File: src/rtl/digit_scan_pkg.sv
// digit_scan_pkg: state encoding, anode-off constant and round-robin digit picker
// shared by the 4-digit scan controller.
package digit_scan_pkg;

   typedef enum logic [1:0] {IDLE = 2'd0, SHOW = 2'd1, BLANK = 2'd2} state_t;

   localparam logic [3:0] ANODE_OFF = 4'b1111;

   // First set bit strictly after cur, wrapping 3->0; cur itself is the last candidate.
   function automatic logic [1:0] next_set_bit(input logic [3:0] mask, input logic [1:0] cur);
      next_set_bit = cur;
      for (int k = 4; k >= 1; k--)
         if (mask[cur + 2'(k)]) next_set_bit = cur + 2'(k);
   endfunction

endpackage

File: src/rtl/dec2_4_n.sv
// dec2_4_n: 2-to-4 decoder with active-low outputs and active-low enable.
module dec2_4_n
   import digit_scan_pkg::*;
(
   input  logic [1:0] i_sel,
   input  logic       i_en_n,
   output logic [3:0] o_an_n
);

   assign o_an_n = i_en_n ? ANODE_OFF : ~(4'b0001 << i_sel);

endmodule

File: src/rtl/digit_scan_ctrl.sv
// digit_scan_ctrl: 4-digit common-anode scan controller with dwell, blanking and digit masking.
// Optional DIGIT_SCAN_BRIGHT_EN adds a duty input gating the anode with a 4-bit phase counter.
module digit_scan_ctrl
   import digit_scan_pkg::*;
#(
   parameter int DWELL_W   = 16,
   parameter int BLANK_CYC = 2
)(
   input  logic               clk,
   input  logic               rst,
   input  logic               i_en,
   input  logic [DWELL_W-1:0] i_dwell,
   input  logic [3:0]         i_digit_mask,
`ifdef DIGIT_SCAN_BRIGHT_EN
   input  logic [3:0]         i_duty,
`endif
   output logic [1:0]         o_sel,
   output logic [3:0]         o_an_n,
   output logic               o_tick,
   output logic               o_frame_done
);

   localparam int BW = (BLANK_CYC > 1) ? $clog2(BLANK_CYC) : 1;
   localparam logic [BW-1:0] BLANK_LD = BW'(BLANK_CYC - 1);

   state_t             r_state, w_state_nxt;
   logic [1:0]         r_sel, w_sel_nxt, w_pick;
   logic [DWELL_W-1:0] r_cnt, w_cnt_nxt, w_dwell_ld;
   logic [BW-1:0]      r_bcnt, w_bcnt_nxt;
   logic               r_tick, r_frame, w_tick_nxt, w_frame_nxt, w_dec_en_n;
   logic [3:0]         r_an_n, w_an;

   // From IDLE, searching after index 3 yields the lowest set bit.
   assign w_pick     = next_set_bit(i_digit_mask, (r_state == IDLE) ? 2'd3 : r_sel);
   assign w_dwell_ld = (i_dwell == '0) ? '0 : i_dwell - DWELL_W'(1);

   always_comb begin
      w_state_nxt = r_state;
      w_sel_nxt   = r_sel;
      w_cnt_nxt   = r_cnt;
      w_bcnt_nxt  = r_bcnt;
      w_tick_nxt  = 1'b0;
      w_frame_nxt = 1'b0;
      if (!i_en) begin
         w_state_nxt = IDLE;
         w_sel_nxt   = 2'd0;
         w_cnt_nxt   = '0;
         w_bcnt_nxt  = '0;
      end else begin
         case (r_state)
            IDLE: begin
               w_state_nxt = (i_digit_mask != 4'd0) ? SHOW : BLANK;
               w_sel_nxt   = (i_digit_mask != 4'd0) ? w_pick : r_sel;
               w_cnt_nxt   = w_dwell_ld;
               w_bcnt_nxt  = BLANK_LD;
               w_tick_nxt  = i_digit_mask != 4'd0;
            end
            SHOW: begin
               w_state_nxt = (r_cnt == '0) ? BLANK : SHOW;
               w_cnt_nxt   = (r_cnt == '0) ? r_cnt : r_cnt - DWELL_W'(1);
               w_bcnt_nxt  = BLANK_LD;
            end
            BLANK: begin
               if (r_bcnt != '0) w_bcnt_nxt = r_bcnt - BW'(1);
               else if (i_digit_mask != 4'd0) begin
                  w_state_nxt = SHOW;
                  w_sel_nxt   = w_pick;
                  w_cnt_nxt   = w_dwell_ld;
                  w_tick_nxt  = 1'b1;
                  w_frame_nxt = w_pick <= r_sel;
               end else w_bcnt_nxt = BLANK_LD;
            end
            default: w_state_nxt = IDLE;
         endcase
      end
   end

`ifdef DIGIT_SCAN_BRIGHT_EN
   logic [3:0] r_phase;
   always_ff @(posedge clk) r_phase <= rst ? 4'd0 : r_phase + 4'd1;
   // Decoder looks at next-cycle values so the gated anode lines up with the registered state.
   assign w_dec_en_n = (w_state_nxt != SHOW) || ((r_phase + 4'd1) >= i_duty);
`else
   assign w_dec_en_n = w_state_nxt != SHOW;
`endif

   dec2_4_n u_dec (
      .i_sel  (w_sel_nxt),
      .i_en_n (w_dec_en_n),
      .o_an_n (w_an)
   );

   always_ff @(posedge clk) begin
      if (rst) begin
         r_state <= IDLE;
         r_sel   <= 2'd0;
         r_an_n  <= ANODE_OFF;
         r_tick  <= 1'b0;
         r_frame <= 1'b0;
         r_cnt   <= '0;
         r_bcnt  <= '0;
      end else begin
         r_state <= w_state_nxt;
         r_sel   <= w_sel_nxt;
         r_an_n  <= w_an;
         r_tick  <= w_tick_nxt;
         r_frame <= w_frame_nxt;
         r_cnt   <= w_cnt_nxt;
         r_bcnt  <= w_bcnt_nxt;
      end
   end

   assign o_sel        = r_sel;
   assign o_an_n       = r_an_n;
   assign o_tick       = r_tick;
   assign o_frame_done = r_frame;

endmodule
File: config.mk
export PLATFORM = sky130hd
export DESIGN_NAME = digit_scan_ctrl
export DESIGN_NICKNAME = d
export VERILOG_FILES = /design/src/rtl/digit_scan_pkg.sv /design/src/rtl/dec2_4_n.sv /design/src/rtl/digit_scan_ctrl.sv
export SDC_FILE = /design/constraint.sdc
export NUM_CORES = 1
export LEC_CHECK = 0
export ABC_AREA = 1
export BUFFER_PORTS_ARGS = -buffer_cell sky130_fd_sc_hd__buf_2
export CORE_MARGIN = 4
export CORE_UTILIZATION = 52
export CTS_CLUSTER_DIAMETER = 30
export DETAILED_ROUTE_END_ITERATION = 8
export PLACE_DENSITY = 0.88
export SYNTH_ARGS = -nofsm -noshare
export SYNTH_HDL_FRONTEND = slang
export SYNTH_SLANG_ARGS = --single-unit
File: constraint.sdc
create_clock -name clk -period 1.75 [get_ports clk]
set_input_delay 0.0875 -clock clk [delete_from_list [all_inputs] [get_ports clk]]
set_output_delay 0.0875 -clock clk [all_outputs]
set_load 0.01 [all_outputs]
==> results.sh <==
export IMPL_place_port_buffers=30
export IMPL_timing_critical_path_slowest_cell_delay_ps=390
export IMPL_crit_required_ps=1950
export IMPL_timing_hold_violations_final=0
export IMPL_worst_clock_skew_ps=6.75
export IMPL_layout_area_overhead_vs_synth_pct=30.2
export IMPL_number_of_flip_flops_and_latches_in_the_synthesized_netlist=27
export IMPL_detail_route_wirelength_mm=6.01
export IMPL_cts_buffers_inserted=3
export IMPL_gp_congestion=0.932
export IMPL_number_of_synthesized_flops_with_an_enable_pin=0
export IMPL_synth_ff_type="sky130_fd_sc_hd__dfxtp_1"
export IMPL_fin_setup_tns_ps=-213
export IMPL_vdd_ir_drop_worst_uv=420
export IMPL_timing_max_cap_violations=0
export IMPL_timing_max_slew_rel_slack_pct=79.6
export IMPL_hold_class="input port to register"
export IMPL_layout_cells_non_filler=464
export IMPL_via_per_inst=5.34
export IMPL_h_tree_depth=1
export IMPL_synth_nets=378
export IMPL_die_height_um=72.6
export IMPL_run_status="complete, but fails checks"
export IMPL_path_class="register to register"
export IMPL_post_layout_total_power_uw=1820
export IMPL_synth_avg_cell_area_um2=6.20
export IMPL_finalMaxSlewViolations=0
export IMPL_maximum_net_fanout_on_the_critical_path=8
export IMPL_antenna_violating_nets_post_route=0
export IMPL_place_detailed_instances=453
export IMPL_fmaxAchievable_mhz=510
export IMPL_synth_lib_cells_used_distinct=32
export IMPL_route_detailed_wl_per_inst_um=12.9
export IMPL_global_route_usage_total_pct=20.9
export IMPL_grt_setup_unrepaired="yes"
export IMPL_pin_count=31
export IMPL_worst_setup_path_end_kind="register"
export IMPL_max_clock_path_buffers=2
export IMPL_initial_utilization_pct=53.8
export IMPL_routed_via_count=2476
export IMPL_placement_rows=23
export IMPL_setup_worst_path_start_class="register"
export IMPL_dp_slack_ps=-135
export IMPL_syn_cell_area_um2=2170
export IMPL_tritoncts="yes"
export IMPL_finalCritPeriodShare_pct=112
export IMPL_worstPathArrival_ps=2170
export IMPL_yosysWarningCount=0
export IMPL_synthCells=350
export IMPL_final_setup_viol_count=1
export IMPL_critPathMostFrequentCell="sky130_fd_sc_hd__nand2_1"
export IMPL_drt_iter0_drc=169
export IMPL_drtPass1Iterations=5
export IMPL_fp_dieW_um=72.6
export IMPL_die_area_um2=5270
export IMPL_static_leakage_power_uw=0.00132
export IMPL_total_inserted_antenna_cells=0
export IMPL_global_route_wire_length_before_repair_mm=9.14
export IMPL_yosysSeqAreaShare_pct=24.9
export IMPL_core_region_area_um2=4030
export IMPL_cp_cell_sequence="o21ai_4 -> nand2_1 -> nand2_1 -> nor2_1 -> nor2_1 -> nand2_1 -> nand2_1 -> nand2_2 -> ha_4 -> a21oi_2 -> a21oi_2 -> nor4_2"
export IMPL_worst_path_max_delay_cell="sky130_fd_sc_hd__dfxtp_4"
export IMPL_power_per_cell_area_nw_per_um2=645
export IMPL_grt_antenna_before_repair=0
export IMPL_tightestPinTransition_ps=305
export IMPL_violations="negative setup slack"
export IMPL_grt_overflow_total=0
export IMPL_clkSinkCount=27
export IMPL_detailedPlacementHpwl_mm=4.33
export IMPL_clk_latency_ps=280
export IMPL_final_critical_path_setup_slack_ps=-213
export IMPL_timing_final_crit_period_ps=1960
export IMPL_clk_pin_slew_worst_paths_ps=100
export IMPL_cts_root_buffer="sky130_fd_sc_hd__clkbuf_8"
export IMPL_first_global_vias=2275
export IMPL_grt_start_max_net_pins=21
export IMPL_layout_nets=443
export IMPL_fin_worst_hold_slack_ps=95.5
export IMPL_async_reset_ff_share_pct=0
export IMPL_drc=0
export IMPL_drive_above_1_share_pct=34.5
==> Yosys cell counts (7+ instances only) <==
library cell	number	area, µm²
sky130_fd_sc_hd__nor2_1	49	184
sky130_fd_sc_hd__a211oi_1	7	52.6
sky130_fd_sc_hd__nand4_1	8	50.1
sky130_fd_sc_hd__nand3_1	18	90.1
sky130_fd_sc_hd__nor2_2	7	43.8
sky130_fd_sc_hd__nand2_2	10	62.6
sky130_fd_sc_hd__inv_2	10	37.5
sky130_fd_sc_hd__dfxtp_1	27	541
sky130_fd_sc_hd__a21oi_1	23	115
sky130_fd_sc_hd__xor2_1	10	87.6
sky130_fd_sc_hd__nand2_1	65	244
sky130_fd_sc_hd__o21ai_0	33	165
sky130_fd_sc_hd__inv_1	42	158
==> power breakdown <==
group          total, µW  internal, µW  switching [µW]
registers            682           651            31.8
clock network        379           162             217
logic                760           317             443
total               1820          1130             692
==> critical path: cells and delay by family, from the launching register on <==
kind                     cells  cell delay [ps]
AND/OR/NAND/NOR              8              780
AO/OA/AOI/OAI                3              440
flip-flops                   1              390
adder cells (fa/ha/maj)      1              260
==> final timing paths <==
check / slack, ps / startpoint / depth (start not counted) / to
max reg2reg: -210 / r_state[0] / 12 / o_frame_done
min reg2reg: 510 / r_cnt[14] / 2 / r_cnt[14]
max: -210 / r_state[0] / 12 / o_frame_done
min: 100 / i_en / 3 / r_state[1]
==> cell usage in the layout, fill, tap and decap left out, types with 2 or more instances in the layout <==
master	netlist	final
sky130_fd_sc_hd__nor3_1	5	5
sky130_fd_sc_hd__nor2_4	1	5
sky130_fd_sc_hd__nand3_2	4	5
sky130_fd_sc_hd__dfxtp_4	0	2
sky130_fd_sc_hd__a21oi_2	1	4
sky130_fd_sc_hd__nor2_1	49	43
sky130_fd_sc_hd__a21oi_1	23	20
sky130_fd_sc_hd__nand3b_1	2	2
sky130_fd_sc_hd__xnor2_1	2	2
sky130_fd_sc_hd__buf_4	0	32
sky130_fd_sc_hd__ha_1	5	2
sky130_fd_sc_hd__buf_2	4	30
sky130_fd_sc_hd__inv_1	42	37
sky130_fd_sc_hd__o21ai_0	33	31
sky130_fd_sc_hd__inv_4	0	2
sky130_fd_sc_hd__buf_6	0	2
sky130_fd_sc_hd__nand2_4	2	4
sky130_fd_sc_hd__nor2_2	7	9
sky130_fd_sc_hd__a211oi_1	7	6
sky130_fd_sc_hd__nand2_2	10	17
sky130_fd_sc_hd__a31oi_1	5	5
sky130_fd_sc_hd__nand3_1	18	17
sky130_fd_sc_hd__nand2_1	65	56
sky130_fd_sc_hd__o211ai_1	2	2
sky130_fd_sc_hd__ha_4	0	2
sky130_fd_sc_hd__clkbuf_8	0	3
sky130_fd_sc_hd__xor2_1	10	10
sky130_fd_sc_hd__inv_2	10	13
sky130_fd_sc_hd__o21ai_1	1	2
sky130_fd_sc_hd__nand4_1	8	8
sky130_fd_sc_hd__dfxtp_1	27	20
sky130_fd_sc_hd__dfxtp_2	0	5
==> cells by family after synthesis <==
kind of cell,count (synthesis),synth area share [%]
simple gates,174,37.5
compound gates,75,19.7
buf+inv,57,10.1
flops,27,24.9
xor+xnor,12,4.85
fa+ha+maj,5,2.89
==> per-stage QoR <==
stage	area [µm²]	util, %
after floorplan	2170	-
after global placement	2580	64.1
after detailed placement	2580	64.1
after CTS	2640	65.6
after global routing	2820	70.1
final	2820	70.1
==> state kept, by name, indices dropped and copies added, names as in the netlist <==
register	count
r_cnt	16
o_tick	1
r_state	2
o_frame_done	1
o_sel	2
o_an_n	4
r_bcnt	1
==> final cells by class <==
| class | count | area, µm² |
|---|---|---|
| inverter | 52 | 200 |
| tap | 50 | 62.6 |
| sequential | 27 | 554 |
| multi-input combinational | 266 | 1540 |
| timing repair buffer | 65 | 423 |
| fill | 337 | 1200 |
| clock inverter | 1 | 7.51 |
| clock buffer | 3 | 41.3 |
==> repair_timing <==
action                                  in CTS  in global routing
pin swaps                                    1                 31
endpoints found under the hold margin        0                  1
hold buffers                                 0                  1
resized for setup                            3                 50
setup buffers                                1                  8
endpoints found under the setup margin       1                 22
==> layer usage <==
layer	part of all wire, %	GRT usage (%)	up-vias	routed length [µm]
met2	53	38.9	80	3160
li1	-	-	1276	-
met4	1.1	8.61	0	68
met5	0	0	-	0
met1	41	24.2	1113	2470
met3	5.1	1.93	7	308
(Power assumes the default switching activity.)
